--- config.mk ---
export PLATFORM = sky130hd
export DESIGN_NAME = awgn_clt_gen
export DESIGN_NICKNAME = d
export VERILOG_FILES = /design/src/rtl/awgn_clt_gen.sv
export SDC_FILE = /design/constraint.sdc
export NUM_CORES = 2
export LEC_CHECK = 0
export CAP_MARGIN = 20
export CELL_PAD_IN_SITES_DETAIL_PLACEMENT = 1
export CELL_PAD_IN_SITES_GLOBAL_PLACEMENT = 2
export CORE_MARGIN = 2
export CORE_UTILIZATION = 45
export CTS_CLUSTER_DIAMETER = 50
export CTS_CLUSTER_SIZE = 40
export DETAILED_ROUTE_END_ITERATION = 16
export GPL_TIMING_DRIVEN = 1
export PLACE_DENSITY_LB_ADDON = 0.1
export SYNTH_ARGS = -nofsm -noshare
export SYNTH_HDL_FRONTEND = slang
export SYNTH_SLANG_ARGS = --single-unit
--- constraint.sdc ---
create_clock -name clock -period 14.9 [get_ports clock]
set_input_delay 2.235 -clock clock [delete_from_list [all_inputs] [get_ports clock]]
set_output_delay 2.235 -clock clock [all_outputs]
set_load 0.02 [all_outputs]
--- src/rtl/awgn_clt_gen.sv ---
// awgn_clt_gen
// Multi-channel additive white Gaussian noise generator. Each channel runs its
// own xorshift32 uniform source and sums SUM_LEN uniforms (central limit
// theorem) into an approximately Gaussian sample. The sample is then scaled by
// a run-time programmable per-channel gain and saturated symmetrically.
//
// Ports:
//   clock    in   rising-edge clock
//   rst_n    in   asynchronous active-low reset
//   init     in   reload channel states from seed, flush sum and stage 1
//   ce       in   draw enable, one uniform per channel per ce cycle
//   seed     in   base seed, sampled while init=1
//   gain_we  in   gain write strobe
//   gain_sel in   channel index for the gain write (out-of-range ignored)
//   gain_val in   unsigned gain, GAIN_FRAC fraction bits
//   x_en     out  one-cycle pulse, awgn holds a new sample set
//   awgn     out  channel k in bits [k*OUT_W +: OUT_W], two's complement
module awgn_clt_gen #(
    parameter int          NUM_CH       = 2,
    parameter int          OUT_W        = 16,
    parameter int          U_W          = 12,
    parameter int          SUM_LEN      = 12,
    parameter int          GAIN_W       = 16,
    parameter int          GAIN_FRAC    = 12,
    parameter logic [31:0] SEED_DEFAULT = 32'h1
) (
    input  logic                                         clock,
    input  logic                                         rst_n,
    input  logic                                         init,
    input  logic                                         ce,
    input  logic [31:0]                                  seed,
    input  logic                                         gain_we,
    input  logic [((NUM_CH > 1) ? $clog2(NUM_CH) : 1)-1:0] gain_sel,
    input  logic [GAIN_W-1:0]                            gain_val,
    output logic                                         x_en,
    output logic [NUM_CH*OUT_W-1:0]                      awgn
);

    localparam int SEL_W  = (NUM_CH > 1) ? $clog2(NUM_CH) : 1;
    localparam int CNT_W  = $clog2(SUM_LEN);
    // One extra bit over the unsigned sum range so the centred value is signed.
    localparam int ACC_W  = U_W + $clog2(SUM_LEN) + 1;
    localparam int PROD_W = ACC_W + GAIN_W + 1;

    localparam logic [CNT_W-1:0]         CNT_LAST = CNT_W'(SUM_LEN - 1);
    localparam logic [ACC_W-1:0]         OFFSET   = ACC_W'(SUM_LEN * (2 ** (U_W - 1)));
    localparam logic [GAIN_W-1:0]        GAIN_ONE = GAIN_W'(1 << GAIN_FRAC);
    localparam logic signed [PROD_W-1:0] P_MAX    = PROD_W'((64'sd1 <<< (OUT_W - 1)) - 64'sd1);
    localparam logic signed [PROD_W-1:0] P_MIN    = -P_MAX;

    // Per-channel start state; an all-zero xorshift state would lock up.
    function automatic logic [31:0] chan_seed(input logic [31:0] base, input int k);
        logic [31:0] mix;
        logic [31:0] s;
        mix = 32'h9E3779B9 * 32'(k + 1);
        s   = base ^ mix;
        if (s == 32'h0) begin
            s = 32'h1;
        end else begin
            s = s;
        end
        return s;
    endfunction

    function automatic logic [31:0] xorshift32(input logic [31:0] s_in);
        logic [31:0] s;
        s = s_in ^ (s_in << 13);
        s = s ^ (s >> 17);
        s = s ^ (s << 5);
        return s;
    endfunction

    // Full-precision signed multiply, arithmetic shift, symmetric clamp.
    function automatic logic [OUT_W-1:0] scale_sat(input logic signed [ACC_W-1:0] c,
                                                   input logic [GAIN_W-1:0]       g);
        logic signed [PROD_W-1:0] cx;
        logic signed [PROD_W-1:0] gx;
        logic signed [PROD_W-1:0] p;
        logic [OUT_W-1:0]         r;
        cx = PROD_W'(c);
        gx = $signed(PROD_W'(g));
        p  = (cx * gx) >>> GAIN_FRAC;
        if (p > P_MAX) begin
            r = P_MAX[OUT_W-1:0];
        end else if (p < P_MIN) begin
            r = P_MIN[OUT_W-1:0];
        end else begin
            r = p[OUT_W-1:0];
        end
        return r;
    endfunction

    logic [31:0]              state_r [NUM_CH];
    logic [ACC_W-1:0]         acc_r   [NUM_CH];
    logic signed [ACC_W-1:0]  c_r     [NUM_CH];
    logic [GAIN_W-1:0]        gain_r  [NUM_CH];
    logic [CNT_W-1:0]         cnt_r;
    logic                     v1_r;
    logic                     x_en_r;
    logic [NUM_CH*OUT_W-1:0]  awgn_r;

    logic [31:0]              draw_s   [NUM_CH];
    logic [ACC_W-1:0]         sum_s    [NUM_CH];
    logic [OUT_W-1:0]         shaped_s [NUM_CH];

    // Next URNG state, running sum including this draw, and scaled stage-2 value.
    always_comb begin
        for (int k = 0; k < NUM_CH; k++) begin
            draw_s[k]   = xorshift32(state_r[k]);
            sum_s[k]    = acc_r[k] + ACC_W'(draw_s[k][31 -: U_W]);
            shaped_s[k] = scale_sat(c_r[k], gain_r[k]);
        end
    end

    // URNG states, accumulators, draw counter and stage-1 capture.
    always_ff @(posedge clock or negedge rst_n) begin
        if (!rst_n) begin
            for (int k = 0; k < NUM_CH; k++) begin
                state_r[k] <= chan_seed(SEED_DEFAULT, k);
                acc_r[k]   <= '0;
                c_r[k]     <= '0;
            end
            cnt_r <= '0;
            v1_r  <= 1'b0;
        end else if (init) begin
            // A capture coinciding with init is dropped along with the sum.
            for (int k = 0; k < NUM_CH; k++) begin
                state_r[k] <= chan_seed(seed, k);
                acc_r[k]   <= '0;
            end
            cnt_r <= '0;
            v1_r  <= 1'b0;
        end else if (ce) begin
            for (int k = 0; k < NUM_CH; k++) begin
                state_r[k] <= draw_s[k];
            end
            if (cnt_r == CNT_LAST) begin
                for (int k = 0; k < NUM_CH; k++) begin
                    // Centre the sum; leaves a fixed -SUM_LEN/2 LSB bias.
                    c_r[k]   <= $signed(sum_s[k] - OFFSET);
                    acc_r[k] <= '0;
                end
                cnt_r <= '0;
                v1_r  <= 1'b1;
            end else begin
                for (int k = 0; k < NUM_CH; k++) begin
                    acc_r[k] <= sum_s[k];
                end
                cnt_r <= cnt_r + CNT_W'(1);
                v1_r  <= 1'b0;
            end
        end else begin
            v1_r <= 1'b0;
        end
    end

    // Gain registers; writes are independent of ce and init.
    always_ff @(posedge clock or negedge rst_n) begin
        if (!rst_n) begin
            for (int k = 0; k < NUM_CH; k++) begin
                gain_r[k] <= GAIN_ONE;
            end
        end else begin
            for (int k = 0; k < NUM_CH; k++) begin
                if (gain_we && (gain_sel == SEL_W'(k))) begin
                    gain_r[k] <= gain_val;
                end else begin
                    gain_r[k] <= gain_r[k];
                end
            end
        end
    end

    // Stage 2: register scaled samples; not gated by ce or init.
    always_ff @(posedge clock or negedge rst_n) begin
        if (!rst_n) begin
            awgn_r <= '0;
            x_en_r <= 1'b0;
        end else begin
            x_en_r <= v1_r;
            if (v1_r) begin
                for (int k = 0; k < NUM_CH; k++) begin
                    awgn_r[k*OUT_W +: OUT_W] <= shaped_s[k];
                end
            end else begin
                awgn_r <= awgn_r;
            end
        end
    end

    assign x_en = x_en_r;
    assign awgn = awgn_r;

endmodule

==> qor.txt <==
status: complete, no violations
# DRC: 0
CORE AREA: 70100 µm²
ys async rst share: 1.00
Worst-Skew Late Latency: 0.57 ns
CTS tree: built
clk sink count: 202
register area: 5110 µm²
DR vias/cell: 5.27
Clock Skew: 0.0299 ns
cell seen most often among critical-path stages: fa_1
H-tree Lvls: 2
Sw Share: 0.428
CTS root buffer: clkbuf_16
PortBufs: 86
Setup Fix Bufs, Post-CTS: 0
P_int: 0.00213 W
Post-CTS Resized: 0
Syn Area/Cell: 9.18 µm²
Die W: 270 µm
PwrDens: 107 nW/µm²
Row Count: 97
Initial DRC Count: 1163
final worst slack: 6.83 ns
Slew Limit Fails: 0
Initial Util: 0.455
dpl hpwl: 71.8 mm
Worst path top cell family by delay: adder cells
setup TNS: 0 ns
initial antenna violation count: 2
Slew headroom: 0.299
Comb power frac: 0.491
RSZ-0062 raised after global routing: false
Power Total: 0.00372 W
Setup crit start kind: flip-flop
Die H: 270 µm
final setup violation count: 0
placer congestion estimate: 0.859
final net count: 4276
Finished Layout Cells: 4438
Inserted Diodes: 0
DP Worst Slack: 6.85 ns
Cell Area, Synth: 31900 µm²
ys flop type: dfrtp_1
post-synth cell types: 90
Pleak: 17.6 nW
clk slew on worst S/H paths: 0.05 ns
HP Class: reg2reg
fmax: 124 MHz
Tcrit/Tclk final: 0.541
CP max-delay cell: fa_1
crit-path cells: nand2_1 -> fa_1 -> fa_1 -> inv_1 -> fa_1 -> fa_1 -> fa_1 -> inv_1 -> fa_1 -> inv_1 -> ha_1 -> a21oi_1 -> o21ai_1 -> a221o_1 -> a21oi_1 -> o21ai_1 -> a21oi_1 -> xnor2_2 -> o21ai_2 -> o32ai_1
Area Overhead vs Synth: 9.38%
Filler Cell Count: 8126
hold_buf cts: 0
full die area: 73100 µm²
WP data arrival: 8.53 ns
Post-synth EDFFs: 0
final WL: 87.5 mm
DR pass1 iterations: 5
layout cells sized above 1: 0.0532
YS warnings: 0
Clock Power Share: 0.264
sequential fraction of the synthesis area: 0.160
I/O pin cnt: 87
crit-path max cell delay: 0.80 ns
WL/cell: 19.7 µm
via count: 23400
multi-input logic area: 23600 µm²
Antenna Nets Post-Route: 0
final core occ: 0.498
largest net degree at the start of global routing: 72
Synth Instances: 3480
Buf/Inv on CP: 3
Tmin final: 8.07 ns
# Max-Cap Violations: 0
gr usage total: 0.248
first-pass GRT wire length: 145 mm
vias in the first global route: 26800
Worst Path Required: 15.37 ns
actual slew at the worst max-slew pin: 1.05 ns
global route overflow: 0
Num CTS Buffers: 38
register share of total power: 0.245
placed cell count: 4369
#FFs+latches synth: 202
clk buf depth: 3
Final Hold Fails: 0
Crit. End Element: flip-flop
peak supply drop: 0.115 mV
CP Class: reg2reg
CP max FO: 19
Syn Nets: 4287
Switch Pwr: 0.00159 W
## Yosys cell counts (8+ instances only)
master / count / area share
mux2i_1: 31 / 0.0097
fa_1: 556 / 0.35
mux2_2: 38 / 0.013
a211oi_1: 29 / 0.0068
nand2b_1: 11 / 0.0022
o21a_1: 9 / 0.0021
xor2_1: 68 / 0.019
inv_1: 719 / 0.084
nand4_1: 11 / 0.0022
buf_1: 10 / 0.0012
nand2_1: 510 / 0.060
o21ai_0: 85 / 0.013
o31ai_1: 12 / 0.0028
a21boi_0: 8 / 0.0019
nand3_1: 22 / 0.0034
a21oi_1: 108 / 0.017
and3_1: 20 / 0.0039
a21o_1: 31 / 0.0073
dfstp_2: 41 / 0.034
and2_1: 217 / 0.043
or3_1: 8 / 0.0016
xnor2_1: 153 / 0.042
ha_1: 197 / 0.077
dfrtp_1: 161 / 0.13
nor3_1: 21 / 0.0033
nor2b_1: 22 / 0.0043
a22o_1: 22 / 0.0060
nor2_1: 86 / 0.010
clkbuf_1: 131 / 0.015
o2bb2ai_1: 11 / 0.0030
## per-stage QoR
step	cell area, µm²	hold WS, ns
4_1_cts	34900	0.498
6_report	34900	0.491
3_3_place_gp	33500	0.469
2_1_floorplan	31900	0.458
5_1_grt	34900	0.518
3_5_place_dp	33500	0.472
## cell type report
class / instances / area share
clock buffer: 50 / 0.0308
clock inverter: 19 / 0.0104
inverter: 721 / 0.0775
multi-input combinational: 2409 / 0.675
sequential: 202 / 0.146
tap: 940 / 0.0337
timing repair buffer: 97 / 0.0269
## cell families (layout without fill, tap and decap cells)
kind of cell    count (synthesis)  count (layout)  share of synthesized area
xor+xnor                      222             222                     0.0611
fa+ha+maj                     753             753                      0.426
simple gates                  973             973                      0.145
mux                            69              69                     0.0231
compound gates                392             392                     0.0827
buf+inv                       869             887                      0.103
flops                         202             202                      0.160
## path summary, 6_finish.rpt
check	slack (ns)	end	depth (start not counted)	start
max	6.83	awgn[6]$_DFFE_PN0P_	20	c_r[33]$_DFFE_PN0P_
min	0.49	awgn[31]$_DFFE_PN0P_	2	awgn[31]$_DFFE_PN0P_
max reg2reg	6.83	awgn[6]$_DFFE_PN0P_	20	c_r[33]$_DFFE_PN0P_
min reg2reg	0.49	awgn[31]$_DFFE_PN0P_	2	awgn[31]$_DFFE_PN0P_
max in group asynchronous	11.83	acc_r[11]$_DFFE_PN0P_	2	rst_n
min in group asynchronous	1.66	awgn[18]$_DFFE_PN0P_	1	rst_n
## worst register-to-register path, delay by kind of cell, from the launching register on
| kind | cells | cell delay (ns) |
|---|---|---|
| AOI/OAI and AO/OA | 8 | 2.12 |
| xor gates and xnor gates | 1 | 0.68 |
| adders and majority gates | 7 | 3.75 |
| buffers and inverters | 3 | 0.41 |
| DFF | 1 | 0.72 |
| and+or+nand+nor | 1 | 0.27 |
## metal layers
metal / vias to the layer above / share of wire / global-route usage
li1: 10600 / - / -
met1: 12300 / 0.45 / 0.334
met2: 295 / 0.50 / 0.433
met3: 114 / 0.024 / 0.0224
met4: 0 / 0.024 / 0.0614
met5: - / 0 / 0
## layout by cell type (no fill, tap or decap), types with 29 or more instances in the layout
master,instances
inv_1,719
fa_1,556
nand2_1,510
and2_1,217
ha_1,197
dfrtp_1,161
xnor2_1,153
a21oi_1,108
o21ai_0,85
nor2_1,85
clkdlybuf4s50_1,83
xor2_1,68
dfstp_2,41
mux2_2,38
clkbuf_16,38
a21o_1,31
mux2i_1,31
a211oi_1,29
## power groups by stage
| stage | Sequential [W] | Clock, W | Combinational [W] |
|---|---|---|---|
| 2_1_floorplan | 0.000818 | 0 | 0.00141 |
| 4_1_cts | 0.000909 | 0.00101 | 0.00185 |
| 3_3_place_gp | 0.000905 | 0 | 0.00176 |
| 5_1_grt | 0.000932 | 0.00103 | 0.00203 |
| 6_report | 0.000911 | 0.000985 | 0.00183 |
| 3_5_place_dp | 0.000916 | 0 | 0.00182 |
## sequential cells by signal, indices dropped and copies added, names as in the netlist
signal   count
acc_r       34
cnt_r        4
c_r         34
awgn        32
gain_r      32
state_r     64
x_en         1
v1_r         1
Note: power is estimated with default switching activity, not from simulation.
